[src/rtl/pcileech_com_demux.sv]
// -----------------------------------------------------------------------------
// pcileech_com_demux
//
// Splits the 64-bit receive stream from pcileech_com into typed channels
// (TLP, CFG, CMD, loopback) ahead of pcileech_fifo. Each word carries a magic
// byte in [31:24] and a type in [17:16]; words with a wrong magic byte or a
// non-routable type are dropped and counted. A single holding register feeds
// all channels, so a stalled channel blocks every channel (no reordering).
//
// Parameters:
//   PARAM_MAGIC         required value of din[31:24]
//   PARAM_STALL_CYCLES  stalled cycles before stall_flag asserts (2..65535)
//
// Ports:
//   clk, rst_n                   clock, asynchronous active-low reset
//   din / din_valid / din_ready  input word handshake (din_ready combinational)
//   dout                         registered copy of the last routed word
//   tlp_/cfg_/cmd_/lb_valid      channel valids (one-hot or zero)
//   tlp_/cfg_/cmd_/lb_ready      channel readys
//   bad_magic_cnt                saturating count of dropped words
//   stall_flag                   held word not accepted for PARAM_STALL_CYCLES
//
// Build option:
//   PCILEECH_COM_DEMUX_LOOPBACK_EN  when defined, type 2 routes to lb_*;
//                                   otherwise type 2 is dropped and counted,
//                                   lb_valid is tied 0 and lb_ready ignored.
// -----------------------------------------------------------------------------
module pcileech_com_demux #(
   parameter logic [7:0]  PARAM_MAGIC        = 8'h77,
   parameter int unsigned PARAM_STALL_CYCLES = 1024
) (
   input  logic        clk,
   input  logic        rst_n,
   input  logic [63:0] din,
   input  logic        din_valid,
   output logic        din_ready,
   output logic [63:0] dout,
   output logic        tlp_valid,
   output logic        cfg_valid,
   output logic        cmd_valid,
   output logic        lb_valid,
   input  logic        tlp_ready,
   input  logic        cfg_ready,
   input  logic        cmd_ready,
   input  logic        lb_ready,
   output logic [15:0] bad_magic_cnt,
   output logic        stall_flag
);

   localparam logic ST_EMPTY = 1'b0;
   localparam logic ST_FULL  = 1'b1;

   localparam logic [1:0] TYPE_LB = 2'd2;

   localparam logic [15:0] STALL_LIM = 16'(PARAM_STALL_CYCLES);

   logic        state_q, state_d;
   // One-hot channel select, bit index == type field: [0]=TLP [1]=CFG [2]=LB [3]=CMD
   logic [3:0]  chan_q, chan_d;
   logic [63:0] dout_q, dout_d;
   logic [15:0] bad_cnt_q, bad_cnt_d;
   logic [15:0] stall_cnt_q, stall_cnt_d;
   logic        stall_flag_q, stall_flag_d;

   logic        ovalid;
   logic        lb_ready_eff;
   logic        out_xfer;
   logic        accept;
   logic        routable;
   logic        good;

   assign ovalid = (state_q == ST_FULL);

`ifdef PCILEECH_COM_DEMUX_LOOPBACK_EN
   assign lb_ready_eff = lb_ready;
   assign routable     = 1'b1;
`else
   assign lb_ready_eff = 1'b0;
   assign routable     = (din[17:16] != TYPE_LB);
`endif

   // chan_q is only non-zero while FULL, so this is the selected channel's ready gated by ovalid.
   assign out_xfer  = |(chan_q & {cmd_ready, lb_ready_eff, cfg_ready, tlp_ready});
   assign din_ready = !ovalid || out_xfer;
   assign accept    = din_valid && din_ready;
   assign good      = (din[31:24] == PARAM_MAGIC) && routable;

   always_comb begin
      state_d      = state_q;
      chan_d       = chan_q;
      dout_d       = dout_q;
      bad_cnt_d    = bad_cnt_q;
      stall_cnt_d  = stall_cnt_q;
      stall_flag_d = stall_flag_q;

      // A good accept reloads the holding register even while the old word
      // leaves; a dropped word only empties the register if it was draining.
      if (accept && good) begin
         state_d = ST_FULL;
         chan_d  = 4'b0001 << din[17:16];
         dout_d  = din;
      end else if (out_xfer) begin
         state_d = ST_EMPTY;
         chan_d  = '0;
      end

      if (accept && !good && (bad_cnt_q != 16'hFFFF)) begin
         bad_cnt_d = bad_cnt_q + 16'd1;
      end

      // Counter stops at the threshold so it can never wrap back below it.
      if (!ovalid || out_xfer) begin
         stall_cnt_d = '0;
      end else if (stall_cnt_q != STALL_LIM) begin
         stall_cnt_d = stall_cnt_q + 16'd1;
      end

      if (out_xfer) begin
         stall_flag_d = 1'b0;
      end else if (stall_cnt_d == STALL_LIM) begin
         stall_flag_d = 1'b1;
      end
   end

   always_ff @(posedge clk or negedge rst_n) begin
      if (!rst_n) begin
         state_q      <= ST_EMPTY;
         chan_q       <= '0;
         dout_q       <= '0;
         bad_cnt_q    <= '0;
         stall_cnt_q  <= '0;
         stall_flag_q <= 1'b0;
      end else begin
         state_q      <= state_d;
         chan_q       <= chan_d;
         dout_q       <= dout_d;
         bad_cnt_q    <= bad_cnt_d;
         stall_cnt_q  <= stall_cnt_d;
         stall_flag_q <= stall_flag_d;
      end
   end

   assign dout          = dout_q;
   assign tlp_valid     = chan_q[0];
   assign cfg_valid     = chan_q[1];
   assign cmd_valid     = chan_q[3];
   assign bad_magic_cnt = bad_cnt_q;
   assign stall_flag    = stall_flag_q;

`ifdef PCILEECH_COM_DEMUX_LOOPBACK_EN
   assign lb_valid = chan_q[2];
`else
   assign lb_valid = 1'b0;
   // Loopback is compiled out: its ready and select bit are intentionally unused.
   logic unused_lb;
   assign unused_lb = lb_ready | chan_q[2];
`endif

endmodule

[config.mk]
export PLATFORM = sky130hd
export DESIGN_NAME = pcileech_com_demux
export DESIGN_NICKNAME = d
export VERILOG_FILES = /design/src/rtl/pcileech_com_demux.sv
export SDC_FILE = /design/constraint.sdc
export NUM_CORES = 1
export LEC_CHECK = 0
export CAP_MARGIN = 20
export CORE_MARGIN = 3
export CORE_UTILIZATION = 44
export DETAILED_ROUTE_END_ITERATION = 7
export MAX_ROUTING_LAYER = met4
export PLACE_DENSITY_LB_ADDON = 0.3
export SETUP_SLACK_MARGIN = 0.05
export SYNTH_ARGS = -nofsm -noshare
export SYNTH_HDL_FRONTEND = slang
export SYNTH_SLANG_ARGS = --single-unit
[constraint.sdc]
create_clock -name clk -period 2.4 [get_ports clk]
set_input_delay 0.48 -clock clk [delete_from_list [all_inputs] [get_ports clk]]
set_output_delay 0.48 -clock clk [all_outputs]
set_load 0.02 [all_outputs]
After elaboration in Yosys (flattened, before gate mapping)

Index checks and enable logic that the tools add are counted.

$mul: 0
Add/subtract/negate cells: 2
$lt $le $gt $ge: 0
Shift-type cells: 1
Div/mod/pow operators: 0
Reductions and logical operators: 11
Mux-type cells: 8
Equality and inequality tests: 5
Bitwise gates (word level): 1

Operator list:

| kind                  | count |
|---|---|
| $add 16x1->16 const B | 2 |
| $mux 16               | 2 |
| $eq 16x11->1 const B  | 1 |
| $ne 16x11->1 const B  | 1 |
| $ne 16x16->1 const B  | 1 |
| $eq 8x7->1 const B    | 1 |
| $mux 4                | 2 |
| $logic_and 1x1->1     | 5 |
| $and 4x4->4           | 1 |
| $mux 1                | 4 |
| $reduce_bool 2->1     | 2 |
| $reduce_or 4->1       | 1 |
| $shl 1x2->4 const A   | 1 |
| $logic_not 1->1       | 2 |
| $ne 2x2->1 const B    | 1 |
| $logic_or 1x1->1      | 1 |

Memories: 0
Bits of input ports: 71
Register bits: 102
Bits in writable memories: 0
Latch bits: 0
Bits in read-only memories: 0
Logic and storage cells: 34

Depth between registers and ports, before layout

Gate-level depths: netlist of the first run.

Word-level depth: 7
Depth in mapped cells: 8

Least setup slack after synthesis of the first run

No wires, ideal clock.

Kind: register -> register
Start point: register chan_q[0]
End point: register dout_q[41], in the netlist dout[41]
Path buffers: 2
Stages on the path, launching flop included: 7
Period minus slack after synthesis: 2.264 ns
Data required time: 2.275 ns
Path slack: 0.136 ns
Data arrival time: 2.139 ns
Cell sequence: dfrtp_1 -> a222oi_1 -> nand2_2 -> buf_2 -> nand3_2 -> buf_2 -> mux2_2

Word-level cells in the longest chain between the ends: 5

Ends and longest elaborated chain:

| what                   | line | RTL |
|---|---|---|
| start, declared        | 59   | `logic [3:0] chan_q, chan_d;` |
| start signal, assigned | 135  | `chan_q <= chan_d;` |
| $and 4x4->4            | 83   | `assign out_xfer = \|(chan_q & {cmd_ready, lb_ready_eff, cfg_ready, tlp_ready});` |
| $reduce_or 4->1        | 83   |  |
| $logic_or 1x1->1       | 84   | `assign din_ready = !ovalid \|\| out_xfer;` |
| $logic_and 1x1->1      | 85   | `assign accept = din_valid && din_ready;` |
| $logic_and 1x1->1      | 98   | `if (accept && good) begin` |
| end signal, assigned   | 136  | `dout_q <= dout_d;` |
| end, declared          | 60   | `logic [63:0] dout_q, dout_d;` |

No other way between the ends.
A chain may end at the register's enable or synchronous reset.

Final worst setup path of the first run

Start point: register stall_cnt_q[0]
End point: register stall_flag_q, in the netlist stall_flag

Word-level cells in the longest chain between the ends: 5
Elaborated cells between the ends (all ways): 6

Ends and longest elaborated chain:

| what                                                 | line     | RTL |
|---|---|---|
| start, declared                                      | 62       | `logic [15:0] stall_cnt_q, stall_cnt_d;` |
| start signal, assigned                               | 138      | `stall_cnt_q <= stall_cnt_d;` |
| $add 16x1->16 / $ne 16x11->1 (equally long branches) | 115, 114 |  |
| $mux 16 (*)                                          | 114      | `end else if (stall_cnt_q != STALL_LIM) begin` |
| $mux 16 (*)                                          | 112      | `if (!ovalid \|\| out_xfer) begin` |
| $eq 16x11->1 (*)                                     | 120      | `end else if (stall_cnt_d == STALL_LIM) begin` |
| $reduce_bool 2->1 (no line) (*)                      | n/a      |  |
| end signal, assigned                                 | 139      | `stall_flag_q <= stall_flag_d;` |
| end, declared                                        | 63       | `logic stall_flag_q, stall_flag_d;` |

Every way passes the cells marked *; elsewhere a longest branch is shown, timed or not.

==> results of run 1 <==
==> kinds of logic (layout without fill, tap and decap cells) <==
kind of cell	after synthesis	in the layout	share of synthesized area
XOR/XNOR	27	27	0.05600
adder cells (fa/ha/maj)	3	3	0.008890
flip-flops	101	101	0.5985
AO/OA/AOI/OAI	22	22	0.03763
buffers and inverters	25	207	0.02904
AND/OR/NAND/NOR	100	100	0.1224
multiplexers	55	55	0.1467
other	1	1	0.0008880
==> final cells by class <==
cell class              instances  area share
inverters                      11    0.006550
well taps                     129     0.02561
clock inverters                 5    0.009329
flip-flops and latches        101      0.4014
repair buffers                181      0.2834
clock buffers                  10     0.02183
multi-input cells             208      0.2519
==> layer usage <==
layer,part of all wire,track usage
met1,0.40,0.2333
met5,0,-
met3,0.049,0.04159
met4,0.021,0.06838
met2,0.53,0.3408
==> path summary, 6_finish.rpt <==
path	to	slack (ns)	start
worst max-delay path	stall_flag	0.16	stall_cnt_q[0]
worst min register to register	dout[29]	0.47	dout[29]
min in group clk	dout[29]	0.47	dout[29]
worst max register to register	stall_flag	0.16	stall_cnt_q[0]
worst min-delay path	dout[55]	0.14	rst_n
max in group asynchronous	bad_magic_cnt[9]	1.59	rst_n
==> registers in the layout, summed over array words and instances, names as in the netlist <==
name           cells
bad_magic_cnt     16
chan_q             3
dout              64
ovalid             1
stall_cnt_q       16
stall_flag         1
==> stage by stage <==
step,cell area (µm²),total power [mW],instances,hold WS [ns],TNS (ns)
2_1_floorplan,4223,2.246,334,0.1844,0
3_3_place_gp,6072,2.664,627,0.4492,-1.790
3_5_place_dp,6072,2.685,627,0.4528,-2.101
4_1_cts,6267,3.769,642,0.1486,0
5_1_grt,6304,3.908,645,0.1580,-0.008265
6_report,6304,3.724,645,0.1359,0
==> power by group through the flow <==
stage | clock network (mW) | logic, mW | registers, mW
floorplan | 0 | 0.179 | 2.07
global placement | 0 | 0.722 | 1.94
detailed placement | 0 | 0.739 | 1.95
CTS | 1.11 | 0.739 | 1.92
global route | 1.18 | 0.790 | 1.94
finish | 1.08 | 0.733 | 1.91
==> layout by cell type (no fill, tap or decap), types with 2 or more instances in the layout <==
cell             instances
dfrtp_1                 99
or3_1                    2
buf_4                   24
nor2_1                  27
dfrtp_2                  2
clkbuf_8                10
nand4_1                  6
xor2_1                  12
nor4b_1                  2
ha_1                     3
and2_1                   3
clkinvlp_4               2
inv_1                   11
nand2_1                 13
nand2b_1                 7
mux2_2                  55
nand3_1                 17
nor4_1                   2
clkdlybuf4s50_1        152
buf_12                   4
o21ai_0                  6
o31ai_1                  2
a21oi_1                  3
a31oi_1                  2
o21a_1                   2
nand4b_1                 2
nor3_1                   9
xnor2_1                 15
==> repair_timing <==
item                       CTS  global route
resized for setup            1             7
pin swaps                    0             3
setup endpoints to repair    1             4
setup buffers                0             3
cloned                       0             0
==> synth_stat cells, drive strengths merged (6+ instances only) <==
master,n,area share
dfrtp,101,0.60
mux2,55,0.15
nor2,28,0.025
nand3,18,0.023
xnor2,15,0.031
nand2,14,0.013
xor2,12,0.025
buf,11,0.016
inv,11,0.0098
nor3,10,0.012
nand2b,7,0.010
nand4,6,0.0089
o21ai,6,0.0071
==> impl_metrics.py, run 1 <==
metrics = {
    "outcome": {
        "status": "completed",
    },
    "die": {
        "pin_count": 157,
        "start_util": 0.4549,
        "core_area_um2": 9284,
        "die_w_um": 104.0,
        "row_count": 35,
        "dieHeight_um": 104.0,
        "dieArea_um2": 10810,
    },
    "pwr": {
        "vdd_ir_drop_max_uv": 452.7,
        "pwr-share-seq": 0.514,
        "switching_share": 0.2695,
        "p_comb_frac": 0.197,
        "leakagePower_nw": 2.840,
        "power.switching_mw": 1.004,
        "powerDensity_nw_per_um2": 590.8,
        "intPower_mw": 2.721,
        "power.share.clock": 0.289,
    },
    "timing": {
        "rsz0062_at_grt": "true",
        "maxSlewHeadroom": 0.5786,
        "clock_skew_ns": 0.01470,
        "min_period_over_period": 0.9337,
        "setup_viol": 0,
        "setup_ws_ns": 0.1590,
        "finalHoldViolCount": 0,
        "max_freq_mhz": 446.2,
        "drv_slew": 0,
        "layout_min_cycle_time_ns": 2.241,
        "tightest_slew_ns": 0.6322,
    },
    "route": {
        "drt_first_pass_iters": 4,
        "antenna_left": 0,
        "drtIter0Drc": 79,
        "routed_wl_mm": 10.23,
        "drcViolationCount": 0,
        "vias": 3219,
        "vias_per_cell": 4.991,
        "wl_per_cell_um": 15.86,
    },
    "clock_tree": {
        "cts_tree": "built",
        "cts_buffer_depth": 2,
        "clock-root-buffer": "clkbuf_8",
        "cts_sinks": 101,
        "htree_levels": 3,
        "clock_latency_ns": 0.35,
        "hold_buffers": 0,
        "cts_buffers": 9,
        "path_clk_slew_ns": 0.10,
    },
    "worst_setup_path": {
        "worst-r2r-cell-count": 9,
        "cp_num_buf_inv": 2,
        "crit_slowest_cell": "dfrtp_2",
        "critPathTopFamily": "simple AND/OR/NAND/NOR gates",
        "cp_max_fo": 6,
        "crit_arrival_ns": 2.48,
        "worst_path_largest_cell_delay_ns": 0.44,
        "worstPathRequired_ns": 2.64,
        "critPathKind": "reg2reg",
        "crit_cells": 9,
        "start_kind": "flop",
        "crit_chain": "buf_4 -> inv_1 -> ha_1 -> nor4b_1 -> nand4_1 -> nor3_1 -> o221a_2 -> a31oi_1 -> o41ai_2",
        "endpoint_kind": "flop",
    },
    "cells_and_area": {
        "area_growth_pct": 49.27,
        "fillerInstances": 705,
        "regArea_um2": 2530,
        "antenna_cells": 0,
        "drive_gt1_frac": 0.2112,
        "utilization": 0.6790,
        "layout.nets": 586,
        "multi_input_area_um2": 1588,
    },
    "synth": {
        "synthArstFlopShare": 1.000,
        "synthCells": 334,
        "ys_warn_count": 0,
        "synth.avg_cell_area_um2": 12.64,
        "yosysUniqueCellTypes": 42,
        "synth_edf_count": 0,
        "synth_ff_type": "dfrtp_1",
        "synth_nets": 408,
        "yosysSeqAreaShare": 0.5985,
        "ys_ff_latch": 101,
        "synthesis.area_um2": 4223,
    },
    "placed_design": {
        "gp_congestion": 0.8916,
        "hpwl_mm": 7.749,
        "io_buffers": 154,
        "pre_cts_ws_ns": -0.2697,
    },
    "global_route": {
        "grt_max_degree": 49,
        "grt_pass1_wl_mm": 17.02,
        "grt_overflow": 0,
        "grt_pass1_vias": 3428,
        "grt_usage": 0.1987,
        "antenna_found_initial": 0,
    },
    "hold_path": {
        "min_path_type": "in2async",
    },
    "flow_run": {
        "max_cap_violations": 0,
    },
}
Power figures use the tool's default switching activity.
==> inputs of run 2 (changes only) <==
--- a/config.mk
+++ b/config.mk
@@ -6,11 +6,11 @@
 export NUM_CORES = 1
 export LEC_CHECK = 0
 export CAP_MARGIN = 20
-export CORE_MARGIN = 3
+export CORE_MARGIN = 1.5
 export CORE_UTILIZATION = 44
 export DETAILED_ROUTE_END_ITERATION = 7
 export MAX_ROUTING_LAYER = met4
-export PLACE_DENSITY_LB_ADDON = 0.3
+export PLACE_DENSITY = 0.8
 export SETUP_SLACK_MARGIN = 0.05
 export SYNTH_ARGS = -nofsm -noshare
 export SYNTH_HDL_FRONTEND = slang
==> run 2 against run 1 <==
  * Critical path depth shrank 4
  * Via count fell by 1.3%
  * Sequential power barely moved
  * Routed wire length shrank 7.4%
  * Utilization decreased by 0.65 points
  * Flip-flop and latch count unchanged
  * Global-route usage grew 0.10 points
  * Sequential share of layout area increased by 0.35 points
  * Register-to-register slack gained 0.06 ns
  * Cell count shrank 0.47%
  * Clock skew fell by 0.0042 ns
  * Non-clock buffer count shrank 4
  * Largest cell class unchanged
  * Largest power group unchanged
  * Highest routed layer unchanged
==> impl_metrics.py, run 2 (synthesis results as in run 1) <==
metrics = {
    "outcome": {
        "status": "completed",
    },
    "timing": {
        "clock_skew_ns": 0.01046,
        "hold_slack_ns": 0.09908,
        "finalHoldViolCount": 0,
        "drv_slew": 0,
        "min_period_over_period": 0.9433,
        "rsz0062_at_grt": "false",
        "setup_viol": 0,
        "layout_min_cycle_time_ns": 2.264,
        "tns_ns": 0,
        "max_freq_mhz": 441.7,
    },
    "route": {
        "drt_first_pass_iters": 4,
        "vias_per_cell": 4.949,
        "vias": 3177,
        "antenna_left": 0,
        "drtIter0Drc": 87,
        "drcViolationCount": 0,
        "wl_per_cell_um": 14.75,
        "routed_wl_mm": 9.468,
    },
    "clock_tree": {
        "clock_latency_ns": 0.35,
        "htree_levels": 3,
        "hold_buffers": 0,
        "cts_tree": "built",
        "cts_sinks": 101,
        "path_clk_slew_ns": 0.09,
        "cts_buffers": 9,
        "clock-root-buffer": "clkbuf_8",
        "cts_buffer_depth": 2,
    },
    "cells_and_area": {
        "antenna_cells": 0,
        "final_common_cell": "clkdlybuf4s50_1",
        "mostFrequentLayoutCells": "clkdlybuf4s50_1, dfrtp_1, mux2_2",
        "area_growth_pct": 47.85,
        "largest_register_ffs": 64,
        "layout.nets": 582,
        "utilization": 0.6725,
        "drive_gt1_frac": 0.1988,
        "fin_cells": 642,
    },
    "placed_design": {
        "gp_congestion": 0.8557,
        "io_buffers": 154,
        "hpwl_mm": 7.140,
        "placedCellCount": 626,
    },
    "die": {
        "die_w_um": 101.0,
        "row_count": 35,
        "dieHeight_um": 101.0,
        "core_area_um2": 9284,
        "start_util": 0.4549,
        "dieArea_um2": 10190,
        "pin_count": 157,
    },
    "worst_setup_path": {
        "worst-r2r-cell-count": 7,
        "start_kind": "input port",
        "critPathKind": "in2out",
        "worstPathRequired_ns": 1.92,
        "cp_max_fo": 6,
        "endpoint_kind": "output port",
        "crit_arrival_ns": 1.78,
    },
    "global_route": {
        "grt_usage": 0.1997,
        "antenna_found_initial": 0,
        "grt_overflow": 0,
        "grt_pass1_vias": 3162,
        "grt_pass1_wl_mm": 15.30,
        "grt_max_degree": 64,
    },
    "pwr": {
        "powerDensity_nw_per_um2": 580.4,
        "total_power_mw": 3.624,
        "leakagePower_nw": 2.817,
        "vdd_ir_drop_max_uv": 563.4,
    },
    "hold_path": {
        "min_path_type": "in2async",
    },
    "flow_run": {
        "max_cap_violations": 0,
    },
}
[run 2: layout make-up]
type                            instances  area (µm²)
Fill cell                             727        3040
Sequential cell                       101        2527
Timing Repair Buffer                  177        1749
Multi-Input combinational cell        208        1588
Tap cell                              129       161.4
Clock buffer                           11       141.4
Inverter                               11       41.29
Clock inverter                          5       35.03
[run 2: path summary, 6_finish.rpt]
kind / slack [ns] / end / start
worst max-delay path: 0.14 / din_ready / tlp_ready
worst min-delay path: 0.1 / bad_magic_cnt[14] / rst_n
worst max register to register: 0.22 / stall_flag / stall_cnt_q[1]
worst min register to register: 0.48 / dout[30] / dout[30]
max in group asynchronous: 1.88 / dout[1] / rst_n
min in group clk: 0.48 / dout[30] / dout[30]
[run 2: what timing repair did]
| action | in CTS | in global routing |
|---|---|---|
| pin swaps | 0 | 0 |
| resized for setup | 2 | 3 |
| setup buffers | 0 | 0 |
| setup endpoints to repair | 2 | 3 |
[run 2: stage by stage]
step	worst slack (ns)	area (µm²)
2_1_floorplan	0.1360	4223
3_3_place_gp	-0.1991	6052
3_5_place_dp	-0.2457	6052
4_1_cts	0.07745	6232
5_1_grt	0.05001	6243
6_report	0.1361	6243
[run 2: metal layers]
| layer | share of wire | wire [µm] | global-route usage | vias up |
|---|---|---|---|---|
| met5 | 0 | 0 | - | - |
| met4 | 0.015 | 142 | 0.07051 | 0 |
| met3 | 0.067 | 634 | 0.04924 | 13 |
| met2 | 0.50 | 4755 | 0.3274 | 112 |
| met1 | 0.42 | 3935 | 0.2418 | 1552 |
| li1 | - | - | - | 1500 |
[run 2: worst max-delay path, cell delays in order]
cell,delay (ns)
clkdlybuf4s50_1,0.41
a222oi_1,0.30
buf_4,0.18
nand2_2,0.11
clkdlybuf4s15_1,0.31
[run 2: report_power, final]
part	internal [mW]	total (mW)	switching, mW
clock network	0.408	0.973	0.565
registers	1.81	1.92	0.106
logic	0.406	0.735	0.329
==> inputs of run 3 (changes only) <==
--- a/config.mk
+++ b/config.mk
@@ -5,12 +5,13 @@
 export SDC_FILE = /design/constraint.sdc
 export NUM_CORES = 1
 export LEC_CHECK = 0
-export CAP_MARGIN = 20
 export CORE_MARGIN = 1.5
-export CORE_UTILIZATION = 44
+export CORE_UTILIZATION = 55
 export DETAILED_ROUTE_END_ITERATION = 7
+export DONT_BUFFER_PORTS = 1
+export GPL_TIMING_DRIVEN = 0
 export MAX_ROUTING_LAYER = met4
-export PLACE_DENSITY = 0.8
+export PLACE_DENSITY = 0.7
 export SETUP_SLACK_MARGIN = 0.05
 export SYNTH_ARGS = -nofsm -noshare
 export SYNTH_HDL_FRONTEND = slang
==> run 3 against run 2 <==
  * The flow now finishes with violations (negative hold slack)
  * Non-clock buffer count is 155 lower
  * First-iteration DRC count grew 60%
  * Design area is 25% lower
  * Clock-buffer cell count shrank 1
  * Critical path type is now reg2out
  * Critical endpoint unchanged
  * Largest power group unchanged
==> impl_metrics.py, run 3 (synthesis results as in run 1) <==
metrics = {
    "outcome": {
        "status": "finished, violations left",
        "violations": "negative hold slack",
    },
    "clock_tree": {
        "cts_buffer_depth": 2,
        "cts_buffers": 9,
        "path_clk_slew_ns": 0.09,
        "clock_latency_ns": 0.36,
        "clock-root-buffer": "clkbuf_8",
        "cts_sinks": 101,
        "cts_tree": "built",
        "htree_levels": 3,
    },
    "die": {
        "core_area_um2": 7331,
        "dieHeight_um": 90.63,
        "die_w_um": 90.63,
        "row_count": 31,
        "dieArea_um2": 8213,
        "pin_count": 157,
        "start_util": 0.5760,
    },
    "global_route": {
        "grt_overflow": 0,
        "antenna_found_initial": 0,
        "grt_pass1_vias": 2669,
        "grt_usage": 0.2156,
        "grt_max_degree": 102,
        "grt_pass1_wl_mm": 13.52,
    },
    "worst_setup_path": {
        "rr_startpoint": "stall_cnt_q[1]",
        "crit_slowest_cell": "dfrtp_2",
        "crit_chain": "a222oi_1 -> buf_4 -> nand2_2 -> buf_6 -> buf_6",
        "cp_num_buf_inv": 3,
        "critPathKind": "reg2out",
        "timing.critical_path.mode_cell": "buf_6",
        "reg2reg_to": "stall_flag",
        "endpoint_kind": "output port",
        "worstPathRequired_ns": 1.92,
        "ff2ff_setup_slack_ns": 0.17,
        "critPathTopFamily": "buffers and inverters",
        "crit_arrival_ns": 1.78,
        "crit_cells": 5,
        "worst-r2r-cell-count": 7,
        "start_kind": "flop",
        "worst_path_largest_cell_delay_ns": 0.48,
        "cp_max_fo": 10,
    },
    "cells_and_area": {
        "largest_register_ffs": 64,
        "utilization": 0.6377,
        "antenna_cells": 0,
        "mostFrequentLayoutCells": "dfrtp_1, mux2_2, nor2_1",
        "area_growth_pct": 10.70,
        "final_common_cell": "dfrtp_1",
        "layout.nets": 427,
        "drive_gt1_frac": 0.2961,
    },
    "pwr": {
        "powerDensity_nw_per_um2": 718.5,
        "vdd_ir_drop_max_uv": 626.9,
        "leakagePower_nw": 2.219,
    },
    "route": {
        "vias_per_cell": 5.742,
        "wl_per_cell_um": 18.63,
        "drcViolationCount": 0,
        "vias": 2624,
        "drtIter0Drc": 139,
        "antenna_left": 0,
        "drt_first_pass_iters": 4,
        "routed_wl_mm": 8.516,
    },
    "timing": {
        "layout_min_cycle_time_ns": 2.261,
        "rsz0062_at_grt": "true",
        "max_freq_mhz": 442.3,
        "min_period_over_period": 0.9421,
        "hold_slack_ns": -0.1929,
        "finalHoldViolCount": 101,
        "tightest_slew_ns": 0.5279,
        "clock_skew_ns": 0.01276,
        "setup_viol": 0,
        "drv_slew": 0,
        "maxSlewHeadroom": 0.6454,
    },
    "placed_design": {
        "gp_congestion": 0.8018,
        "io_buffers": 0,
        "hpwl_mm": 6.016,
    },
    "hold_path": {
        "min_path_type": "in2async",
    },
    "flow_run": {
        "max_cap_violations": 0,
    },
}
## run 3: changes by cell type in the layout (fill, tap and decap cells not counted), sizes merged
| cell | previous run | this run |
|---|---|---|
| buf | 24 | 19 |
| bufinv | 0 | 1 |
| clkbuf | 11 | 13 |
| clkdlybuf4s15 | 1 | 0 |
| clkdlybuf4s50 | 152 | 0 |
| clkinv | 3 | 1 |
| clkinvlp | 1 | 2 |
| inv | 12 | 13 |
## run 3: area by class of cell
cell class	count	area [µm²]
buffer	13	93.84
clock buffer	10	127.6
clock inverter	6	70.07
fill	578	2656
inverter	11	41.29
multi-input combinational	208	1618
sequential	101	2532
tap	99	123.9
timing repair buffer	9	67.56
## run 3: power breakdown
part           switching, mW  internal, mW
Clock                  0.582         0.492
Combinational         0.0974         0.118
Sequential             0.259          1.81
## run 3: how the worst max path moves through the flow
stage                       endpoint            from  slack, ns
after global routing      stall_flag  stall_cnt_q[1]       0.02
after detailed placement    dout[41]       chan_q[0]      -0.41
final                      din_ready       chan_q[0]       0.14
after global placement      dout[41]       chan_q[0]      -0.43
after CTS                  din_ready       chan_q[0]       0.03
after floorplan             dout[41]       chan_q[0]       0.14
## run 3: metal layers
layer | track usage | vias to the layer above | wire length, µm
met2 | 0.3427 | 112 | 4327
met5 | - | - | 0
met1 | 0.2719 | 1306 | 3458
li1 | - | 1197 | -
met3 | 0.05976 | 9 | 638
met4 | 0.06085 | 0 | 92
## run 3: what timing repair did
| item | 4_1_cts | 5_1_grt |
|---|---|---|
| resized for setup | 8 | 12 |
| endpoints found under the hold margin | 101 | 101 |
| pin swaps | 1 | 6 |
| buffers inserted | 2 | 7 |
| endpoints found under the setup margin | 86 | 37 |
## run 3: stage by stage
stage          worst slack (ns)  std cells  power (mW)  TNS [ns]  cell area [µm²]
2_1_floorplan            0.1360        334       2.246         0             4223
3_3_place_gp            -0.4293        433       2.298    -21.93             4347
3_5_place_dp            -0.4081        433       2.312    -21.46             4347
4_1_cts                 0.03451        450       3.383         0             4579
5_1_grt                 0.02226        457       3.507         0             4674
6_report                 0.1389        457       3.359         0             4674
